<file path="src/rtl/fb_pkg.sv">
// rtl/fb_pkg.sv - shared constants, write FSM states and address helpers for fb_pixel_writer
package fb_pkg;

  localparam int H_RES  = 640;
  localparam int V_RES  = 480;
  localparam int ADDR_W = 19;
  localparam int X_W    = 10;
  localparam int Y_W    = 9;

  typedef enum logic [1:0] {W_IDLE, W_REQ, W_DONE} wr_state_t;

  // y*640 + x built from two shifts so no multiplier is needed
  function automatic logic [ADDR_W-1:0] lin_addr(input logic [ADDR_W-1:0] pix);
    logic [ADDR_W-1:0] x_ext;
    logic [ADDR_W-1:0] y_ext;
    x_ext = {{(ADDR_W-X_W){1'b0}}, pix[ADDR_W-1 -: X_W]};
    y_ext = {{(ADDR_W-Y_W){1'b0}}, pix[Y_W-1:0]};
    return (y_ext << 9) + (y_ext << 7) + x_ext;
  endfunction

  function automatic logic in_bounds(input logic [ADDR_W-1:0] pix);
    return (32'(pix[ADDR_W-1 -: X_W]) < H_RES) && (32'(pix[Y_W-1:0]) < V_RES);
  endfunction

endpackage

</file>
<file path="src/rtl/fb_pixel_writer_if.sv">
// rtl/fb_pixel_writer_if.sv - pixel stream and SRAM write bus for fb_pixel_writer
interface fb_pixel_writer_if
  import fb_pkg::*;
#(
  parameter int COLOR_W = 8
);
  logic [ADDR_W-1:0]  pix_addr;
  logic               pix_valid;
  logic               pix_stop;
  logic [ADDR_W-1:0]  mem_addr;
  logic [COLOR_W-1:0] mem_data;
  logic               mem_we;
  logic               mem_ack;

  modport master (
    output pix_addr, pix_valid, mem_ack,
    input  pix_stop, mem_addr, mem_data, mem_we
  );

  modport slave (
    input  pix_addr, pix_valid, mem_ack,
    output pix_stop, mem_addr, mem_data, mem_we
  );
endinterface

</file>
<file path="src/rtl/fb_pixel_writer_pix_fifo.sv">
// rtl/fb_pixel_writer_pix_fifo.sv - synchronous pixel FIFO, first-word-fall-through read
module pix_fifo #(
  parameter int DEPTH = 8,
  parameter int W     = 27
) (
  input  logic                     clk,
  input  logic                     rst,
  input  logic                     push,
  input  logic                     pop,
  input  logic [W-1:0]             din,
  output logic [W-1:0]             dout,
  output logic [$clog2(DEPTH):0]   count,
  output logic                     full,
  output logic                     empty
);
  localparam int PW = $clog2(DEPTH);
  localparam int CW = PW + 1;

  logic [W-1:0]  mem [DEPTH];
  logic [PW-1:0] wr_ptr;
  logic [PW-1:0] rd_ptr;
  logic          do_push;
  logic          do_pop;

  assign empty   = (count == '0);
  assign full    = (count == CW'(DEPTH));
  assign do_pop  = pop && !empty;
  // a full FIFO still takes a push when the same cycle frees a slot
  assign do_push = push && (!full || do_pop);
  assign dout    = mem[rd_ptr];

  always_ff @(posedge clk) begin
    if (do_push) mem[wr_ptr] <= din;
  end

  always_ff @(posedge clk or posedge rst) begin
    if (rst) begin
      wr_ptr <= '0;
      rd_ptr <= '0;
      count  <= '0;
    end else begin
      if (do_push) wr_ptr <= wr_ptr + 1'b1;
      if (do_pop)  rd_ptr <= rd_ptr + 1'b1;
      case ({do_push, do_pop})
        2'b10:   count <= count + 1'b1;
        2'b01:   count <= count - 1'b1;
        default: count <= count;
      endcase
    end
  end
endmodule

</file>
<file path="src/rtl/fb_pixel_writer.sv">
// rtl/fb_pixel_writer.sv - dedupes pixel addresses, queues them and writes SRAM; FB_CLIP_EN drops off-screen pixels
module fb_pixel_writer
  import fb_pkg::*;
#(
  parameter int DEPTH   = 8,
  parameter int COLOR_W = 8
) (
  input  logic               clk,
  input  logic               rst,
  input  logic               prim_start,
  input  logic [COLOR_W-1:0] color_in,
  input  logic               line_done,
  output logic               wr_done,
  output logic               err_ovf,
  fb_pixel_writer_if.slave   bus
);
  localparam int EW = ADDR_W + COLOR_W;
  localparam int CW = $clog2(DEPTH) + 1;

  logic [COLOR_W-1:0] color_q;
  logic [ADDR_W-1:0]  last_addr;
  logic               last_valid;
  logic               in_range;
  logic               accept;
  logic               push;
  logic               pop;
  logic               full;
  logic               empty;
  logic [CW-1:0]      count;
  logic [CW-1:0]      count_nxt;
  logic [EW-1:0]      fifo_din;
  logic [EW-1:0]      fifo_dout;
  logic               line_done_q;
  logic               done_pend;
  logic               done_clr;
  wr_state_t          state;
  wr_state_t          state_nxt;

`ifdef FB_CLIP_EN
  assign in_range = in_bounds(bus.pix_addr);
`else
  assign in_range = 1'b1;
`endif

  assign accept    = bus.pix_valid && in_range && !(last_valid && (bus.pix_addr == last_addr));
  assign push      = accept && (!full || pop);
  assign count_nxt = count + CW'(push) - CW'(pop);
  // colour travels with each entry so a new primitive cannot recolour queued pixels
  assign fifo_din  = {lin_addr(bus.pix_addr), color_q};

  pix_fifo #(.DEPTH(DEPTH), .W(EW)) u_fifo (
    .clk   (clk),
    .rst   (rst),
    .push  (push),
    .pop   (pop),
    .din   (fifo_din),
    .dout  (fifo_dout),
    .count (count),
    .full  (full),
    .empty (empty)
  );

  always_ff @(posedge clk or posedge rst) begin
    if (rst) begin
      color_q      <= '0;
      last_addr    <= '0;
      last_valid   <= 1'b0;
      err_ovf      <= 1'b0;
      bus.pix_stop <= 1'b0;
      line_done_q  <= 1'b0;
      done_pend    <= 1'b0;
    end else begin
      line_done_q  <= line_done;
      if (prim_start) begin
        color_q    <= color_in;
        last_valid <= 1'b0;
        err_ovf    <= 1'b0;
      end
      if (push) begin
        last_valid <= 1'b1;
        last_addr  <= bus.pix_addr;
      end
      if (accept && !push) err_ovf <= 1'b1;
      // two slots of slack absorb the generator's reaction delay
      bus.pix_stop <= (count_nxt >= CW'(DEPTH - 2));
      if (done_clr) done_pend <= 1'b0;
      if (line_done && !line_done_q) done_pend <= 1'b1;
    end
  end

  always_ff @(posedge clk or posedge rst) begin
    if (rst) state <= W_IDLE;
    else     state <= state_nxt;
  end

  always_comb begin
    state_nxt = state;
    pop       = 1'b0;
    wr_done   = 1'b0;
    done_clr  = 1'b0;
    case (state)
      W_IDLE: begin
        if (!empty) begin
          pop       = 1'b1;
          state_nxt = W_REQ;
        end else if (done_pend) begin
          state_nxt = W_DONE;
        end
      end
      W_REQ: begin
        if (bus.mem_ack) begin
          if (!empty)         pop       = 1'b1;
          else if (done_pend) state_nxt = W_DONE;
          else                state_nxt = W_IDLE;
        end
      end
      W_DONE: begin
        wr_done   = 1'b1;
        done_clr  = 1'b1;
        state_nxt = W_IDLE;
      end
      default: state_nxt = W_IDLE;
    endcase
  end

  assign bus.mem_we = (state == W_REQ);

  always_ff @(posedge clk or posedge rst) begin
    if (rst) begin
      bus.mem_addr <= '0;
      bus.mem_data <= '0;
    end else if (pop) begin
      {bus.mem_addr, bus.mem_data} <= fifo_dout;
    end
  end
endmodule
</file>
<file path="src/flat_wrapper.sv">
// flat-port wrapper written by rule: the top's interface ports become plain ports
module fb_pixel_writer_flat import fb_pkg::*;
#(
  parameter int DEPTH   = 8,
  parameter int COLOR_W = 8
)
  (clk, rst, prim_start, color_in, line_done, wr_done, err_ovf, bus_pix_addr, bus_pix_valid, bus_mem_ack, bus_pix_stop, bus_mem_addr, bus_mem_data, bus_mem_we);
  fb_pixel_writer_if #(.COLOR_W(COLOR_W)) bus_i ();
  input  logic clk;
  input  logic rst;
  input  logic prim_start;
  input  logic [COLOR_W-1:0] color_in;
  input  logic line_done;
  output logic wr_done;
  output logic err_ovf;
  input wire logic [$bits(bus_i.pix_addr)-1:0] bus_pix_addr;
  input wire logic [$bits(bus_i.pix_valid)-1:0] bus_pix_valid;
  input wire logic [$bits(bus_i.mem_ack)-1:0] bus_mem_ack;
  output wire logic [$bits(bus_i.pix_stop)-1:0] bus_pix_stop;
  output wire logic [$bits(bus_i.mem_addr)-1:0] bus_mem_addr;
  output wire logic [$bits(bus_i.mem_data)-1:0] bus_mem_data;
  output wire logic [$bits(bus_i.mem_we)-1:0] bus_mem_we;
  assign bus_i.pix_addr = bus_pix_addr;
  assign bus_i.pix_valid = bus_pix_valid;
  assign bus_i.mem_ack = bus_mem_ack;
  assign bus_pix_stop = bus_i.pix_stop;
  assign bus_mem_addr = bus_i.mem_addr;
  assign bus_mem_data = bus_i.mem_data;
  assign bus_mem_we = bus_i.mem_we;
  fb_pixel_writer #(.DEPTH(DEPTH), .COLOR_W(COLOR_W)) u_core (.clk(clk), .rst(rst), .prim_start(prim_start), .color_in(color_in), .line_done(line_done), .wr_done(wr_done), .err_ovf(err_ovf), .bus(bus_i));
endmodule
</file>
<file path="config.mk">
export PLATFORM = sky130hd
export DESIGN_NAME = fb_pixel_writer_flat
export DESIGN_NICKNAME = d
export VERILOG_FILES = /design/src/rtl/fb_pkg.sv /design/src/rtl/fb_pixel_writer_if.sv /design/src/rtl/fb_pixel_writer_pix_fifo.sv /design/src/rtl/fb_pixel_writer.sv /design/src/flat_wrapper.sv
export SDC_FILE = /design/constraint.sdc
export NUM_CORES = 1
export LEC_CHECK = 0
export CAP_MARGIN = 20
export CORE_MARGIN = 2
export CORE_UTILIZATION = 40
export CTS_CLUSTER_DIAMETER = 30
export DETAILED_ROUTE_END_ITERATION = 8
export GPL_TIMING_DRIVEN = 0
export PLACE_DENSITY = 0.55
export SLEW_MARGIN = 20
export SYNTH_ARGS = -nofsm -noshare
export SYNTH_HDL_FRONTEND = slang
export SYNTH_SLANG_ARGS = --single-unit
</file>
<file path="constraint.sdc">
create_clock -name clk -period 4.2 [get_ports clk]
set_clock_uncertainty 0.15 [all_clocks]
set_input_delay 0.84 -clock clk [delete_from_list [all_inputs] [get_ports clk]]
set_output_delay 0.84 -clock clk [all_outputs]
set_load 0.03 [all_outputs]
</file>
# Word level (Yosys, flattened, before mapping)
# Memories as Yosys holds them, arrays and structs flattened. A register that Yosys moved wholly into a read port is not among the register bits.
# Cells that the tools add are included.
# totals
memories	1
inputBits	33
word_cells	69
ramBits	216
out_inout_bits	31
register_bits	44
# memory_table
name	depth	width	rd	rd_ports_with_merged_regs	write_ports	line	rtl
u_core.u_fifo.mem	8	27	1	1	1	fb_pixel_writer_pix_fifo.sv:19	logic [W-1:0] mem [DEPTH];
# classes
addsub	8
reduce_logical	21
n_lt_le_gt_ge	1
n_mux	18
eq_ne	9
# ops
op	n
$add A18 B16 Y19	1
$add A19 B10 Y19	1
$eq A19 B19 Y1	1
$mux W1	10
$mux W2	5
$pmux W4 S2	1
$reduce_bool A2 Y1	4
$logic_and A1 B1 Y1	7
$add A3 B1 Y3 const B	2
$logic_not A1 Y1	5
$add A4 B1 Y4	1
$add A4 B1 Y4 const B	1
$eq A2 B1 Y1 const B	2
$eq A2 B2 Y1 const B	2
$eq A4 B4 Y1 const B	1
$ge A4 B3 Y1 const B	1
$logic_not A4 Y1	1
$pmux W2 S2	1
$sub A4 B1 Y4	1
$sub A4 B1 Y4 const B	1
$ne A3 B3 Y1 const B	1
$reduce_and A3 Y1	1
$logic_not A2 Y1	1
$logic_or A1 B1 Y1	2
other kinds (3)	3

# Logic depth before layout (Yosys ltp)
# depth
depth_word	9
ltp_mapped	14
ltp_nobuf	13

# Cells and area by module
# A second synthesis with hierarchy kept.
# hier_totals
cells_unflattened	677
area_unflattened_um2	12029.0
# modules_own_cells
module	instances	cells_each	seq_area_each_um2	area_per_inst_um2
pix_fifo	1	384	6736.5	8909.8
fb_pixel_writer	1	293	1526.5	3119.2

# Worst setup path before layout
# Ideal clock, no wire load.
# synth_path
path_kind	in2reg
start	in bus_pix_addr[15]
end	mem u_core.u_fifo.mem[1][0] (enable)
setup_time_ps	479
slack_ps	-622
arrival_time_ps	4192
required_time_ps	3571
n_path_buf	1
stages	6
path_cell_list	xnor2_1 > nand4_1 > nor3_4 > a21bo_2 > buf_2 > nor4_1
# synth_via
elab_chain_len	8
# synth_lines
element	line	rtl
start, declared	flat_wrapper.sv:16	input wire logic [$bits(bus_i.pix_addr)-1:0] bus_pix_addr;
$eq A19 B19 Y1	fb_pixel_writer.sv:45	assign accept = bus.pix_valid && in_range && !(last_valid && (bus.pix_addr == last_addr));
$logic_and A1 B1 Y1	fb_pixel_writer.sv:45	
$logic_not A1 Y1	fb_pixel_writer.sv:45	
$logic_and A1 B1 Y1	fb_pixel_writer.sv:45	
$logic_and A1 B1 Y1	fb_pixel_writer.sv:46	assign push = accept && (!full || pop);
$logic_and A1 B1 Y1	fb_pixel_writer_pix_fifo.sv:29	assign do_push = push && (!full || do_pop);
$mux W1	fb_pixel_writer_pix_fifo.sv:33	if (do_push) mem[wr_ptr] <= din;
$mux W1 (implied by the code)	fb_pixel_writer_pix_fifo.sv:33	
end, declared	fb_pixel_writer_pix_fifo.sv:19	
# Every way passes these cells.

# Worst setup path in the final report
# layout_path
start	in bus_mem_ack
end	mem u_core.u_fifo.mem[2][2] (enable)
# layout_via
elab_chain_len	7
elab_cells_between_ends	9
classes_between	4 x mux; 5 x reduce/logical
# layout_lines
element	line	rtl
start, declared	flat_wrapper.sv:18	input wire logic [$bits(bus_i.mem_ack)-1:0] bus_mem_ack;
$mux W1 (*)	fb_pixel_writer.sv:111	if (bus.mem_ack) begin
$pmux W1 S2 (*)	fb_pixel_writer.sv:101	case (state)
$logic_or A1 B1 Y1 / $logic_and A1 B1 Y1 (equally long branches)	fb_pixel_writer.sv:46, fb_pixel_writer_pix_fifo.sv:27	
$logic_and A1 B1 Y1 / $logic_or A1 B1 Y1 (equally long branches)	fb_pixel_writer.sv:46, fb_pixel_writer_pix_fifo.sv:29	
$logic_and A1 B1 Y1 (*)	fb_pixel_writer_pix_fifo.sv:29	
$mux W1 (*)	fb_pixel_writer_pix_fifo.sv:33	
$mux W1 (implied by the code) (*)	fb_pixel_writer_pix_fifo.sv:33	
# Mark *: on every way between the ends. The rest lies on a longest branch, timed or not.

==> run summary <==
The flow ran to the end, and the final reports show no timing, DRC or antenna violations. For this block, the via count after detailed routing is 6,363. The count of inserted antenna diode cells came out at 0. Setup repair after global routing left no endpoint under its margin.

The critical path in this run is classified as in -> reg. Counting tap cells, the placed design contains a total of 1,128 instances. TritonCTS built the clock tree. Across the run, the number of max-cap violations was 0. During I/O placement, the number of pins put on the boundary was 64.

The final critical-path share of the clock period came out at between 80% and 90%. The number of placement rows is 63. STA classifies the critical path startpoint as a primary input. The path class of the tightest hold or removal check is reg -> reg.

The number of distinct standard cells referenced by the synthesized netlist came out at 46. The wire length of the first global-routing pass is 40,400 µm. The routed design has 26,200 µm of wire. The worst pin sits at a relative slew slack of 39.9%. The area of the core is 29,400 µm². The number of optimization iterations in the first detailed-route pass is 4.

Counting every net in the synthesized netlist gives 704. The library cell used most frequently in the layout, excluding fill and tap cells, is sky130_fd_sc_hd__edfxtp_1. The clock network fraction of total power is 39.6%. Along the worst path, the maximum fanout reaches 7.

The worst hold margin came out at 0.298 ns. The total power density per cell area came out at 790 nW/µm². The count of nets after finishing came out at ~870.

The initial core utilization came out at between 40% and 50%. The detailed router's first-iteration violation count came out at 335. The final weighted congestion in routability-driven placement is between 0.7 and 0.8. The root buffer selected by CTS is sky130_fd_sc_hd__clkbuf_16. The share of total power dissipated in sequential elements is 32.5%. The maximum number of buffers from clock root to sink came out at 3. The beginning of the critical path is bus_mem_ack. The number of levels in the clock H-tree came out at 3. The overall overflow remaining after global route came out at 0. The number of pins exceeding their max-slew limit in the final report came out at 0.

The detailed-route vias per instance came out at 5.09. The number of synthesized flops with an enable pin is about 220. For the pin with the worst max-slew slack, the measured transition is 0.902 ns. The area of all placed cells without fillers came out at ~16,000 µm².

Synthesis produced 640 cells. The largest net degree at the start of global routing is 50. In this run the vertical extent of the chip is 176 µm. The number of antenna violations at the first check in global routing came out at 0. The synthesis-to-finish area growth is 30.8%.

The number of storage elements in the synthesis netlist is 287. For hold timing, the worst endpoint is u_core.done_pend. The count of cells along the worst hold path is 1. The area fraction of the dominant cell type after synthesis is 54.6%. The net switching power is 3.67 mW. The clock transition time at the flip-flop clock pins of the worst setup and hold paths came out at 0.04 ns. The global-route total usage across every layer is 17.5%.

The post-cts repair resize count came out at 0. The data arrival time at the worst-slack endpoint is 3.80 ns. After synthesis, the share of flip-flops with an asynchronous set or reset is 24.7%. At the placement stage, the worst setup path has a slack of -0.0464 ns. The Yosys step of the flow raised 0 warnings.

Dividing the detail-routed wire length by the instance count gives 20.9 µm. The utilization after layout came out at 52.8%. In the post-synthesis netlist, the biggest area contributors are sky130_fd_sc_hd__edfxtp_1 (55%), sky130_fd_sc_hd__dfrtp_1 (15%), sky130_fd_sc_hd__mux4_2 (10%).

The clock latency on the worst-skew pair came out at 0.54 ns. The buffers inserted during post-CTS setup optimization is 0. The number of endpoints with negative hold slack in the final report came out at 0. The worst setup path is captured at a flip-flop. The capture point of the worst reg-to-reg path is u_core.u_fifo.mem[2][2]. The leakage dissipation is 5.75 nW.

The number of setup violations in the final report came out at 0. Counting the buffers created by CTS gives 66. The final critical path time including I/O delays and setup came out at 3.73 ns. The number of hold buffers added after cts came out at 0. In this run the critical register-to-register path is launched from u_core.u_fifo.count[2].

The worst setup slack after layout came out at approximately 0.47 ns. The biggest area contributor in the post-synthesis netlist is sky130_fd_sc_hd__edfxtp_1. The die footprint came out at 31,100 µm². The number of filler instances in the final layout came out at 2,337. The register area share after synthesis is approximately 70%. The count of nets left with antenna violations after detail routing came out at 0.

The required time of the critical path came out at approximately 4.3 ns. The worst hold path begins at u_core.line_done_q. Timing would allow up to 268 MHz. The number of global-route vias before repair is ~6,900. The top cell types in the final layout, fill and taps aside, are sky130_fd_sc_hd__edfxtp_1 (216), sky130_fd_sc_hd__dfrtp_1 (71), sky130_fd_sc_hd__clkbuf_16 (68). The number of input and output port buffers inserted is 62. In this run the mean area of a mapped cell was 18.6 µm². Per report_power, the combinational group accounts for 27.9% of the total. The area of placed instances came out at approximately 13,000 µm². The cell-internal power is 8.60 mW. Among all flip-flop cells after synthesis, the most frequent one is sky130_fd_sc_hd__edfxtp_1. The horizontal extent of the die is 176 µm.

The worst reg-to-reg setup slack came out at 0.58 ns. Once detailed placement completed, the half-perimeter wirelength came to 17,700 µm. The number of sinks driven by the clock tree came out at 287. In the routed design, unresolved DRC markers number 0. The net switching fraction of the power came out at between 20% and 30%.

The number of standard cells in the final layout excluding fillers is roughly 1,300. The worst supply voltage drop on vdd came out at 384 µV. The post-synthesis cell area is 11,900 µm². The worst register-to-register path has a depth of 9. The share of cells above drive strength 1 came out at 29.8%.
area by class of cell:
class | instances | area [µm²] | area share (%)
Clock inverter | 38 | 352 | 2.26
Inverter | 12 | 47.5 | 0.306
Buffer | 26 | 143 | 0.918
Clock buffer | 84 | 1820 | 11.7
Multi-Input combinational cell | 315 | 3490 | 22.5
Timing Repair Buffer | 99 | 933 | 6.01
Tap cell | 390 | 488 | 3.14
Sequential cell | 287 | 8260 | 53.2
power groups by stage:
stage	clock [mW]	combinational, mW	sequential (mW)
detailed placement	0	3.49	4.04
global route	5.10	3.73	4.05
floorplan	0	2.05	4.26
finish	4.85	3.43	3.99
global placement	0	3.28	4.05
CTS	4.95	3.51	4.00
sequential cells by signal, indices dropped and copies added, names as in the netlist, 2 cells and up:
name                  count
u_core.u_fifo.count       4
u_core.state              2
u_core.last_addr         19
u_core.u_fifo.rd_ptr      3
u_core.bus.mem_addr      19
u_core.u_fifo.wr_ptr      3
u_core.u_fifo.mem       216
u_core.bus.mem_data       8
u_core.color_q            8
synthesized netlist by cell type (2+ instances only):
master and instances:
sky130_fd_sc_hd__edfxtp_1 216, sky130_fd_sc_hd__dfrtp_1 71, sky130_fd_sc_hd__mux4_2 54, sky130_fd_sc_hd__nor2_1 37
sky130_fd_sc_hd__a21oi_1 33, sky130_fd_sc_hd__mux2i_1 28, sky130_fd_sc_hd__ha_1 27, sky130_fd_sc_hd__xnor2_1 27
sky130_fd_sc_hd__mux2_4 16, sky130_fd_sc_hd__mux2_2 14, sky130_fd_sc_hd__inv_1 12, sky130_fd_sc_hd__nand2_1 11
sky130_fd_sc_hd__o21ai_0 8, sky130_fd_sc_hd__xor2_1 8, sky130_fd_sc_hd__buf_1 7, sky130_fd_sc_hd__a21o_1 6
sky130_fd_sc_hd__buf_4 6, sky130_fd_sc_hd__buf_2 5, sky130_fd_sc_hd__clkbuf_1 5, sky130_fd_sc_hd__nand4_1 5
sky130_fd_sc_hd__fa_1 4, sky130_fd_sc_hd__nor4_1 4, sky130_fd_sc_hd__nor4b_2 4, sky130_fd_sc_hd__nand2b_1 3
sky130_fd_sc_hd__nor3_1 3, sky130_fd_sc_hd__a211oi_1 2, sky130_fd_sc_hd__and3_1 2, sky130_fd_sc_hd__buf_6 2
sky130_fd_sc_hd__nor2_2 2, sky130_fd_sc_hd__nor2b_1 2
per-stage QoR:
stage               total power, mW  setup TNS (ns)
floorplan                      6.30          -50.36
global placement               7.33         -663.05
detailed placement             7.53          -0.455
CTS                            12.5               0
global route                   12.9               0
finish                         12.3               0
logic make-up (layout without fill, tap and decap cells):
family | after synthesis | in the layout | synth area share (%)
multiplexers | 112 | 112 | 15.9
flip-flops | 287 | 287 | 69.6
buffers and inverters | 38 | 259 | 1.58
XOR/XNOR | 35 | 35 | 2.58
adder cells (fa/ha/maj) | 31 | 31 | 3.52
AND/OR/NAND/NOR | 78 | 78 | 3.52
AO/OA/AOI/OAI | 59 | 59 | 3.31
routing by layer:
layer,track usage [%],vias to the layer above,routed length [µm]
met3,3.85,44,1170
li1,-,2872,-
met2,29.7,161,13100
met5,0,-,0
met4,6.13,0,519
met1,22.4,3286,11400
how the worst max path moves through the flow:
stage          slack [ns]  cells after the start                       end
5_1_grt              0.30                      9   u_core.u_fifo.mem[2][2]
3_5_place_dp        -0.05                     10   u_core.u_fifo.mem[2][5]
4_1_cts              0.46                     10   u_core.u_fifo.mem[2][2]
3_3_place_gp        -4.23                      5  u_core.u_fifo.mem[2][24]
6_report             0.47                      9   u_core.u_fifo.mem[2][2]
2_1_floorplan       -0.62                      6   u_core.u_fifo.mem[1][0]
worst max-delay path, cell delays in order:
cell                              delay [ns]
sky130_fd_sc_hd__clkdlybuf4s50_1        0.50
sky130_fd_sc_hd__nor2b_4                0.07
sky130_fd_sc_hd__a211oi_4               0.52
sky130_fd_sc_hd__nor2_1                 0.29
sky130_fd_sc_hd__buf_4                  0.25
sky130_fd_sc_hd__nor4_2                 0.59
sky130_fd_sc_hd__buf_4                  0.27
sky130_fd_sc_hd__buf_2                  0.22
sky130_fd_sc_hd__buf_2                  0.24
Note: power is estimated with default switching activity, not from simulation.
